==> config.mk <==
export PLATFORM = sky130hd
export DESIGN_NAME = spi_flash_rd_seq
export DESIGN_NICKNAME = d
export VERILOG_FILES = /design/src/rtl/spi_flash_rd_seq.sv
export SDC_FILE = /design/constraint.sdc
export NUM_CORES = 1
export LEC_CHECK = 0
export BUFFER_PORTS_ARGS = -buffer_cell sky130_fd_sc_hd__clkbuf_2
export CORE_ASPECT_RATIO = 0.7
export CORE_UTILIZATION = 57
export CTS_BUF_LIST = sky130_fd_sc_hd__clkbuf_16
export DETAILED_ROUTE_END_ITERATION = 7
export GPL_ROUTABILITY_DRIVEN = 1
export PLACE_DENSITY = 0.81
export SETUP_SLACK_MARGIN = 0.05
export SYNTH_ARGS = -nofsm -noshare
export SYNTH_HDL_FRONTEND = slang
export SYNTH_SLANG_ARGS = --single-unit
==> constraint.sdc <==
create_clock -name rd_clk -period 4 [get_ports rd_clk]
set_clock_uncertainty 0.2 [all_clocks]
set_input_delay 0.2 -clock rd_clk [delete_from_list [all_inputs] [get_ports rd_clk]]
set_output_delay 0.2 -clock rd_clk [all_outputs]
set_load 0.05 [all_outputs]
==> src/rtl/spi_flash_rd_seq.sv <==
// Serial-flash READ sequencer in front of spi_master.
// One host command becomes opcode + 24-bit address out, then a byte stream back.
module spi_flash_rd_seq #(
  parameter logic [7:0]  RD_OPCODE = 8'h03,
  parameter logic [2:0]  REQ_CMD   = 3'd1,
  parameter logic [23:0] MAX_LEN   = 24'hFFFFFB,
  parameter int unsigned TIMEOUT   = 65535
) (
  input  logic        rd_clk,
  input  logic        rd_rst_n,
  input  logic        cmd_valid,
  output logic        cmd_ready,
  input  logic [23:0] cmd_addr,
  input  logic [23:0] cmd_len,
  output logic        out_valid,
  input  logic        out_ready,
  output logic [7:0]  out_data,
  output logic        out_last,
  output logic        done,
  output logic        err,
  output logic        m_request,
  output logic [2:0]  m_req_cmd,
  output logic [23:0] m_req_len,
  output logic [23:0] m_req_wr_len,
  input  logic        m_busy,
  input  logic        m_finish,
  output logic        m_wr_en,
  output logic        m_wr_vld,
  output logic [7:0]  m_wr_data,
  input  logic        m_wr_ready,
  output logic        m_rd_en,
  output logic        m_rd_ready,
  input  logic        m_rd_vld,
  input  logic [7:0]  m_rd_data
);

  typedef enum logic [2:0] {
    S_IDLE,
    S_REQ,
    S_SEND,
    S_RECV,
    S_FIN
  } state_t;

  localparam logic [31:0] TO_LAST = TIMEOUT - 32'd1;

  state_t      state_q;
  state_t      state_n;
  logic [23:0] addr_q;
  logic [23:0] req_len_q;
  logic [23:0] rem_q;
  logic [23:0] rx_left_q;
  logic [1:0]  idx_q;
  logic        full_q;
  logic [7:0]  data_q;
  logic        fin_seen_q;
  logic [31:0] to_cnt_q;
  logic        done_q;
  logic        err_q;
  logic        done_n;
  logic        err_n;

  logic accept;
  logic len_ok;
  logic wr_hs;
  logic rd_hs;
  logic out_hs;
  logic active;
  logic activity;
  logic to_hit;
  logic unused_busy;

  assign unused_busy = m_busy;

  assign cmd_ready = (state_q == S_IDLE);
  assign accept    = cmd_valid & cmd_ready;
  assign len_ok    = (cmd_len != 24'd0) && (cmd_len <= MAX_LEN);

  assign m_request    = (state_q == S_REQ);
  assign m_req_cmd    = REQ_CMD;
  assign m_req_len    = req_len_q;
  assign m_req_wr_len = 24'd4;

  assign m_wr_en  = (state_q != S_IDLE);
  assign m_wr_vld = (state_q == S_SEND);
  assign m_rd_en  = (state_q == S_RECV);

  // rx_left gate keeps a chatty master from pushing past the request
  assign m_rd_ready = m_rd_en
                    & (rx_left_q != 24'd0)
                    & (~full_q | out_ready);

  assign out_valid = full_q;
  assign out_data  = data_q;
  assign out_last  = full_q & (rem_q == 24'd1);
  assign done      = done_q;
  assign err       = err_q;

  assign wr_hs  = m_wr_vld & m_wr_ready;
  assign rd_hs  = m_rd_vld & m_rd_ready;
  assign out_hs = full_q & out_ready;

  assign active = (state_q == S_SEND)
                | (state_q == S_RECV)
                | (state_q == S_FIN);

  assign activity = wr_hs | rd_hs | out_hs | m_finish;

  assign to_hit = (TIMEOUT != 0)
                & active
                & ~activity
                & (to_cnt_q == TO_LAST);

  always_comb begin
    m_wr_data = 8'h00;
    if (state_q == S_SEND) begin
      unique case (idx_q)
        2'd0:    m_wr_data = RD_OPCODE;
        2'd1:    m_wr_data = addr_q[23:16];
        2'd2:    m_wr_data = addr_q[15:8];
        default: m_wr_data = addr_q[7:0];
      endcase
    end
  end

  always_comb begin
    state_n = state_q;
    done_n  = 1'b0;
    err_n   = 1'b0;
    unique case (state_q)
      S_IDLE: begin
        if (accept) begin
          if (len_ok) begin
            state_n = S_REQ;
          end else begin
            done_n = 1'b1;
            err_n  = 1'b1;
          end
        end
      end
      S_REQ: state_n = S_SEND;
      S_SEND: begin
        if (wr_hs && idx_q == 2'd3)
          state_n = S_RECV;
      end
      S_RECV: begin
        if (out_hs && rem_q == 24'd1)
          state_n = S_FIN;
      end
      S_FIN: begin
        if (fin_seen_q | m_finish) begin
          state_n = S_IDLE;
          done_n  = 1'b1;
        end
      end
      default: state_n = S_IDLE;
    endcase
    if (to_hit) begin
      state_n = S_IDLE;
      done_n  = 1'b1;
      err_n   = 1'b1;
    end
  end

  always_ff @(posedge rd_clk or negedge rd_rst_n) begin
    if (!rd_rst_n) begin
      state_q <= S_IDLE;
      done_q  <= 1'b0;
      err_q   <= 1'b0;
    end else begin
      state_q <= state_n;
      done_q  <= done_n;
      err_q   <= err_n;
    end
  end

  always_ff @(posedge rd_clk or negedge rd_rst_n) begin
    if (!rd_rst_n) begin
      addr_q     <= 24'd0;
      req_len_q  <= 24'd0;
      rem_q      <= 24'd0;
      rx_left_q  <= 24'd0;
      idx_q      <= 2'd0;
      full_q     <= 1'b0;
      data_q     <= 8'h00;
      fin_seen_q <= 1'b0;
      to_cnt_q   <= 32'd0;
    end else begin
      if (accept) begin
        addr_q     <= cmd_addr;
        rem_q      <= cmd_len;
        rx_left_q  <= cmd_len;
        idx_q      <= 2'd0;
        fin_seen_q <= 1'b0;
        if (len_ok)
          req_len_q <= cmd_len + 24'd4;
      end
      if (wr_hs)
        idx_q <= idx_q + 2'd1;
      if (rd_hs) begin
        data_q    <= m_rd_data;
        rx_left_q <= rx_left_q - 24'd1;
      end
      if (out_hs)
        rem_q <= rem_q - 24'd1;
      if (to_hit)
        full_q <= 1'b0;
      else
        full_q <= rd_hs | (full_q & ~out_ready);
      // finish may beat the last byte out of the skid register
      if (m_finish && state_q != S_IDLE)
        fin_seen_q <= 1'b1;
      if (!active || activity)
        to_cnt_q <= 32'd0;
      else
        to_cnt_q <= to_cnt_q + 32'd1;
    end
  end

endmodule
# Word-level counts from Yosys, hierarchy flattened
# Cells that the tools add are included.
# word_totals
reg_bits	145
latchBits	0
inputBits	64
elab_cells	95
mem_count	0
mem_bits_ro	0
output_inout_bits	77
ram_bits	0
# classes
bitwise_logic	21
mux	25
div_mod_pow	0
shift	0
eq_ne	14
add_sub_neg	5
n_mul	0
reduce_logical	17
order_cmp	1
# ops
operator	count
two-way mux 24 bit	3
nonzero test 24 bit	2
subtractor 24 x 1 -> 24 bit (second input constant)	2
adder 32 x 1 -> 32 bit (second input constant)	1
equality test 32 x 16 -> 1 bit (second input constant)	1
two-way mux 32 bit	1
adder 24 x 3 -> 24 bit (second input constant)	1
equality test 24 x 1 -> 1 bit (second input constant)	1
less-or-equal comparator 24 bit (second input constant)	1
one-hot mux 8 bit (3 select lines)	1
two-way mux 3 bit	6
one-hot mux 3 bit (5 select lines)	1
inequality test 3 x 1 -> 1 bit (second input constant)	4
bitwise AND 1 bit	10
two-way mux 1 bit	9
two-way mux 8 bit	1
OR 1 bit	8
nonzero test 2 bit	4
equality test 3 x 2 -> 1 bit (second input constant)	2
AND reduction 5 bit	1
equality test 2 bit (second input constant)	2
logical AND 1 bit	4
two-way mux 2 bit	2
equality test 3 x 1 -> 1 bit (second input constant)	1
other kinds (12)	14

# Depth between registers and ports, before layout
# Gate-level depths: netlist of run 1.
# logic_depth
ltp_word	12
ltp_mapped	10
depth_no_buf	7

# Worst setup path before layout of run 1
# OpenSTA, ideal clock, no wires.
# synth_path
path_type	reg2reg
from	register rx_left_q[0]
to	register rx_left_q[22]
period_less_slack_ns	2.804
n_path_buf	1
setup_time_ns	0.124
required_time_ns	3.676
stages_incl_launch_ff	9
arrival_time_ns	2.480
slack_ns	1.196
cell_sequence	dfrtp_1 > inv_1 > ha_1 > or4b_1 > or3_1 > buf_2 > or3_1 > o311a_1 > a211o_1
# synth_via
elab_chain_len	5
word_cells_on_any_way	7
classes_between	1 x add/sub; 1 x mux; 3 x bitwise; 2 x reduce/logical
# synth_rtl
item	line	rtl
start, declared	52	logic [23:0] rx_left_q;
start signal, assigned	192	rx_left_q <= cmd_len;
start signal, assigned	202	rx_left_q <= rx_left_q - 24'd1;
branches (longest 5 deep; another with subtractor 24 x 1 -> 24 bit)	-	
# Parallel ways; which one is timed is not known.
# A chain may end at the register's enable or synchronous reset.

# Final worst setup path of run 1
# layout_path
from	register rem_q[12]
to	output out_last
# layout_via
elab_chain_len	2
# layout_rtl
item	line	rtl
start, declared	51	logic [23:0] rem_q;
start signal, assigned	191	rem_q <= cmd_len;
start signal, assigned	205	rem_q <= rem_q - 24'd1;
equality test 24 x 1 -> 1 bit	95	assign out_last = full_q & (rem_q == 24'd1);
bitwise AND 1 bit	95	
end, declared	18	output logic out_last,
# Every way passes these cells.

==> results.md, run 1 <==
* Clk buf depth at 2
* Endpoints failing setup at 0
* Hold Vio Cnt, Final at 0
* Tot GR Track Use at 31.7%
* Routed WL at 21600 µm
* Fin crit period at 3.43 ns
* Crit-path slowest cell: nor4_1
* Initial antenna violation count at 0
* Status: complete, no violations
* Top cell type's share of synthesized area at 45.2%
* Setup Crit Path Kind: reg2out
* Area grow syn2layout at 20.4%
* Post-CTS Repair Setup Buffers at 0
* Cell Pwr Density at 690 mW/mm²
* Worst Max-Slew Pin Slew at 0.986 ns
* Tot Pwr at 6.67 mW
* Post-Place Worst Slack at 0.725 ns
* Setup total negative slack at 0 ns
* First-pass GRT wire length at 35300 µm
* Sequential element share of the synthesized area at 45.2%
* Final max-slew violation count at 0
* Rows at 35
* Max H-tree Level at 4
* Number of I/O port buffers at 112
* Die Wd at 144 µm
* # DRC at 0
* Post-Synthesis Cells at 898
* Pin count of the biggest net entering global routing at 111
* Fin worst setup slack at 0.567 ns
* Min-delay worst type: in2reg
* Ys async rst share at 100%
* Peak VDD IR at 0.536 mV
* Cell variety after synth at 65
* Commonest non-fill, non-tap cell in the layout: nand2_1
* Cts hold-fix bufs at 54
* Critical path required time at 3.60 ns
* Remaining Overflow, GRT at 0
* CP Cell Sequence: or3_1 > nand4bb_1 > nor4_1 > and2_1 > clkbuf_2
* Fill cell count at 1012
* Synthesis-stage register bit count at 145
* Drt initial violations at 660
* Worst-path clk slew at 0.06 ns
* CP Capture Type: output port
* Top Ports at 141
* CTS tree: done
* PostCTS Resize Cnt at 0
* Average wire per standard cell at 17.5 µm
* Hpwl dp at 13900 µm
* Slew margin rel. at 34.3%
* Vias at 7274
* CP max stage delay at 0.82 ns
* Ys Warns at 0
* Clk root buf: clkbuf_16
* LEAKAGE at 4.26 nW
* Drt first pass iters at 5
* CP max FO at 7
* Worst skew pair latency at 0.42 ns
* Vias in the first global route at 6910
* Antenna Cells at 0
* Final hold slack at 0.0156 ns
* Arrival @ worst endpoint at 3.03 ns
* Number of max-cap violations at 0
* Top area cells in the synthesized netlist: dfrtp_1 (45%), nand2_1 (7.5%), nor2_1 (4.1%)
* Most frequent cells in the layout: nand2_1 (161), dfrtp_1 (145), clkbuf_2 (111)
* Initial Util at 59.7%
* Worst setup SP type: register
* Unrepaired setup endpoints after global routing: no
* EDFF count, synth at 0
* Drt via density at 5.87
* Layout cells sized above 1 at 17.7%
* Final Util at 71.9%
* Die height at 101 µm
* TritonCTS Buffers at 17
* Final period utilization at 85.8%
* CTS Sinks at 145
* GP Congestion at 0.867
* Fmax at 0.291 GHz
* Synth Cell Area at 0.00803 mm²
* Synthesized area per cell at 8.94 µm²
* Main flop type after synthesis: dfrtp_1
* Post-route ant nets at 0
* Core Region at 0.0134 mm²
* Die area at 0.0146 mm²
* Leading area contributor after synthesis: dfrtp_1
* Fin nets at 1118
==> path summary, 6_finish.rpt <==
kind | from | to | slack [ns] | cells after the start
max in group asynchronous | rd_rst_n | out_data[7]$_DFFE_PN0N_ | 2.46 | 3
worst min-delay path | cmd_len[11] | rem_q[11]$_DFFE_PN0P_ | 0.02 | 3
worst max-delay path | rem_q[12]$_DFFE_PN0P_ | out_last | 0.57 | 5
worst min register to register | addr_q[17]$_DFFE_PN0P_ | addr_q[17]$_DFFE_PN0P_ | 0.28 | 2
worst max register to register | rx_left_q[13]$_DFFE_PN0P_ | state_q[2]$_DFFE_PN0P_ | 0.70 | 5
min in group asynchronous | rd_rst_n | to_cnt_q[22]$_DFF_PN0_ | 0.27 | 2
==> power by group <==
part / switching (mW) / total (mW) / leakage, nW / internal (mW)
sequential: 0.439 / 2.44 / 1.82 / 2.00
combinational: 1.90 / 2.74 / 2.17 / 0.847
clock: 0.640 / 1.49 / 0.263 / 0.849
total: 2.97 / 6.67 / 4.26 / 3.70
==> Yosys cell counts (5+ instances only) <==
master / number
nand4_1: 16
a21oi_1: 26
or3_1: 19
nand3_1: 44
and4_1: 9
ha_1: 13
clkbuf_1: 37
mux2_2: 16
nand2_1: 161
a211oi_1: 5
inv_1: 18
nor2_1: 87
xnor2_1: 33
nor4_1: 20
a221o_1: 5
and3_1: 13
mux2i_1: 5
a22oi_1: 8
o211ai_1: 22
nor3_1: 23
o21ai_0: 32
or4_1: 8
buf_2: 7
dfrtp_1: 145
o311ai_0: 10
buf_4: 27
xor2_1: 12
==> routing by layer <==
layer / vias up / wire (µm) / GRT usage, %
met2: 358 / 9630 / 47.3
met1: 3418 / 9490 / 44.0
met4: 0 / 577 / 11.6
met5: - / 0 / 0
li1: 3431 / - / -
met3: 67 / 1930 / 9.13
==> stage by stage <==
step / instances / cell area, µm²
floorplan: 923 / 8120
global placement: 1153 / 8580
detailed placement: 1153 / 8580
CTS: 1239 / 9670
global route: 1239 / 9670
finish: 1239 / 9670
==> final cells by class <==
class | instances | area, µm² | area share, %
Sequential cell | 145 | 3630 | 37.5
Inverter | 18 | 67.6 | 0.699
Clock inverter | 15 | 123 | 1.27
Timing Repair Buffer | 176 | 1180 | 12.2
Clock buffer | 17 | 425 | 4.40
Multi-Input combinational cell | 683 | 4010 | 41.5
Tap cell | 185 | 231 | 2.39
==> worst max-delay path, delay by kind of cell (launching register included) <==
kind	cells	cell delay, ns
buffers and inverters	1	0.28
flip-flops	1	0.44
AND/OR/NAND/NOR	4	1.89
==> cell families after synthesis <==
| group | after synthesis | share of synthesized area (%) |
|---|---|---|
| xor+xnor | 45 | 4.91 |
| flops | 145 | 45.2 |
| simple gates | 433 | 26.1 |
| fa+ha+maj | 13 | 2.03 |
| buf+inv | 95 | 6.09 |
| mux | 22 | 3.06 |
| compound gates | 143 | 12.5 |
| other cells | 2 | 0.0936 |
==> sequential cells by signal, summed over array words and instances (netlist names), 2 cells and up <==
name       count
rem_q         24
state_q        3
to_cnt_q      32
rx_left_q     24
addr_q        24
m_req_len     24
out_data       8
idx_q          2
Power figures use the tool's default switching activity.
==> inputs of run 2 (changes only) <==
--- a/config.mk
+++ b/config.mk
@@ -6,12 +6,13 @@
 export NUM_CORES = 1
 export LEC_CHECK = 0
 export BUFFER_PORTS_ARGS = -buffer_cell sky130_fd_sc_hd__clkbuf_2
-export CORE_ASPECT_RATIO = 0.7
+export CORE_ASPECT_RATIO = 1.4
 export CORE_UTILIZATION = 57
 export CTS_BUF_LIST = sky130_fd_sc_hd__clkbuf_16
 export DETAILED_ROUTE_END_ITERATION = 7
 export GPL_ROUTABILITY_DRIVEN = 1
 export PLACE_DENSITY = 0.81
+export REMOVE_ABC_BUFFERS = 1
 export SETUP_SLACK_MARGIN = 0.05
 export SYNTH_ARGS = -nofsm -noshare
 export SYNTH_HDL_FRONTEND = slang
==> results.md, run 2 (synthesized netlist as in run 1, its figures left out) <==
* Final hold slack at 0.135 ns (+0.119 ns)
* Remaining Overflow, GRT at 0 (unchanged)
* Slew margin rel. at 37.7% (+3.5 points)
* Initial Util at 59.1% (-0.58 points)
* Switching share of total power at 43.4% (-1.2 points)
* Number of max-cap violations at 0 (unchanged)
* Final Util at 72.2% (+0.26 points)
* Clk buf depth at 2 (unchanged)
* Top Ports at 141 (unchanged)
* Vias at 7455 (+2.5%)
* Commonest non-fill, non-tap cell in the layout: nand2_1
* Die area at 0.0146 mm² (about the same)
* Number of I/O port buffers at 112 (unchanged)
* Crit-path slowest cell: or4b_1
* Setup total negative slack at 0 ns (unchanged)
* P_sw at 2.98 mW (+0.26%)
* Sequential power share at 35.7% (-0.9 points)
* CP max FO at 21 (+14)
* CTS tree: done
* Logic gate share of total power at 40.0% (-1.1 points)
* Min-delay worst type: in2reg
* Arrival @ worst endpoint at 3.88 ns (+0.85 ns)
* Worst setup SP type: register
* Cell Pwr Density at 702 mW/mm² (+1.7%)
* Worst R2R Start: rx_left_q[13]$_DFFE_PN0P_
* Fin nets at 1125 (+0.63%)
* Routed WL at 22200 µm (+2.6%)
* Fmax at 0.266 GHz (-8.8%)
* Largest Register: to_cnt_q
* Max H-tree Level at 4 (unchanged)
* Area grow syn2layout at 22.1%
* Worst hold endpoint: rem_q[7]$_DFFE_PN0P_
* Drt initial violations at 512 (-22%)
* First-pass GRT wire length at 35200 µm (-0.29%)
* Tot GR Track Use at 31.6% (-0.13 points)
* Rows at 50 (+43%)
* Die height at 142 µm (+41%)
* Critical path required time at 4.12 ns (+0.52 ns)
* Setup Crit Path Kind: reg2reg
* Antenna Cells at 0 (unchanged)
* Fin crit period at 3.76 ns (+0.330 ns)
* Layout cells sized above 1 at 18.0% (+0.26 points)
* Post-route ant nets at 0 (unchanged)
* Bufs and invs on worst path at 1 (unchanged)
* Unrepaired setup endpoints after global routing: no
* Final period utilization at 94.1% (+8.2 points)
* Clock Power Share at 24.3% (+2.0 points)
* TritonCTS Buffers at 17 (unchanged)
* Worst skew pair latency at 0.43 ns (about the same)
* CP Capture Type: register
* Min-delay src: cmd_len[7]
* Pin count of the biggest net entering global routing at 84 (-24%)
* Worst R2R Setup Slack at 0.24 ns (-0.46 ns)
* PostCTS Resize Cnt at 0 (unchanged)
* Initial antenna violation count at 0 (unchanged)
* Drt via density at 6.00 (+2.2%)
* Worst Max-Slew Pin Slew at 0.926 ns (-0.0604 ns)
* R2R depth at 6 (+1)
* Reg-to-reg endpoint: out_valid$_DFF_PN0_
* Max reg flops at 32 (unchanged)
* Area of the multi-input gates at 0.00401 mm² (unchanged)
* Internal Power at 3.89 mW (+5.3%)
* LEAKAGE at 4.33 nW (+1.6%)
* Drt first pass iters at 6 (+1)
* Average wire per standard cell at 17.8 µm (+2.2%)
* Hpwl dp at 14300 µm (+2.9%)
* Tot Pwr at 6.88 mW (+3.1%)
* Fill cell count at 996 (-1.6%)
* Top delay family on crit path: simple AND/OR/NAND/NOR gates
* # DRC at 0 (unchanged)
* CP Cell Sequence: or4_1 > or4b_1 > o21ai_4 > and3_1 > a21oi_1 > dlygate4sd3_1
* Worst-path clk slew at 0.06 ns (about the same)
* Endpoints failing setup at 0 (unchanged)
* Clk root buf: clkbuf_16
* Register area at 0.00363 mm² (unchanged)
* Vias in the first global route at 7187 (+4.0%)
* WHS Path Cells at 4 (+1)
* Final max-slew violation count at 0 (unchanged)
* Peak VDD IR at 0.410 mV (-24%)
* Status: complete, no violations
* CP max stage delay at 0.73 ns (-0.09 ns)
* GP Congestion at 0.919 (+6.1%)
* CTS Sinks at 145 (unchanged)
* Hold Vio Cnt, Final at 0 (unchanged)
* Core Region at 0.0136 mm² (+0.98%)
* Most frequent cells in the layout: nand2_1 (161), dfrtp_1 (145), clkbuf_2 (111)
* Die Wd at 102 µm (-29%)
## run 2: cell types whose count changed in the layout (fill, tap and decap cells not counted), sizes merged
cell         delta
clkinv          +1
buf             +2
inv             -2
clkinvlp        -2
bufinv          +3
dlygate4sd3     +5
## run 2: area by class of cell
type                    instances  share of cell area [%]
well taps                     182                    2.32
clock buffers                  17                    4.34
flip-flops and latches        145                    37.0
multi-input cells             683                    40.9
repair buffers                183                    12.7
inverters                      18                   0.690
clock inverters                15                    1.95
## run 2: routing by layer
layer  global-route usage, %  wire length, µm  up-vias
met2                    53.9            11400      354
met1                    37.2             8410     3610
li1                        -                -     3430
met3                    5.84             1450       61
met4                    16.7              891        0
met5                       0                0        -
## run 2: power by group through the flow
stage / clock, mW / combinational [mW] / sequential (mW)
after CTS: 1.69 / 2.73 / 2.43
after global routing: 1.75 / 2.97 / 2.52
final: 1.67 / 2.75 / 2.46
after global placement: 0 / 2.60 / 2.42
after detailed placement: 0 / 2.67 / 2.44
after floorplan: 0 / 1.47 / 2.90
## run 2: worst max-delay path by stage
| stage | from | endpoint | slack (ns) | depth (start not counted) |
|---|---|---|---|---|
| final | rx_left_q[13]$_DFFE_PN0P_ | out_valid$_DFF_PN0_ | 0.24 | 6 |
| after CTS | rx_left_q[13]$_DFFE_PN0P_ | out_valid$_DFF_PN0_ | 0.28 | 6 |
| after global routing | rx_left_q[13]$_DFFE_PN0P_ | out_valid$_DFF_PN0_ | 0.13 | 6 |
| after global placement | rx_left_q[13]$_DFFE_PN0P_ | rx_left_q[21]$_DFFE_PN0P_ | 0.84 | 6 |
| after floorplan | state_q[2]$_DFFE_PN0P_ | rem_q[2]$_DFFE_PN0P_ | -3.12 | 3 |
| after detailed placement | rx_left_q[13]$_DFFE_PN0P_ | rx_left_q[21]$_DFFE_PN0P_ | 0.79 | 6 |
## run 2: metrics by stage
stage / std cells / worst slack, ns / instance area, µm²
after global placement: 1152 / 0.841 / 8590
after global routing: 1243 / 0.126 / 9800
after detailed placement: 1152 / 0.790 / 8590
final: 1243 / 0.237 / 9800
after floorplan: 846 / -3.12 / 7700
after CTS: 1243 / 0.284 / 9800
## run 2: worst min-delay path, delay by kind of cell
family                 cells  cell delay (ns)
buffers and inverters      2             0.36
and+or+nand+nor            2             0.15
## run 2: repair_timing
| action | in CTS | in global routing |
|---|---|---|
| endpoints found under the hold margin | 157 | 0 |
| setup buffers | 0 | 0 |
| hold buffers | 59 | 0 |
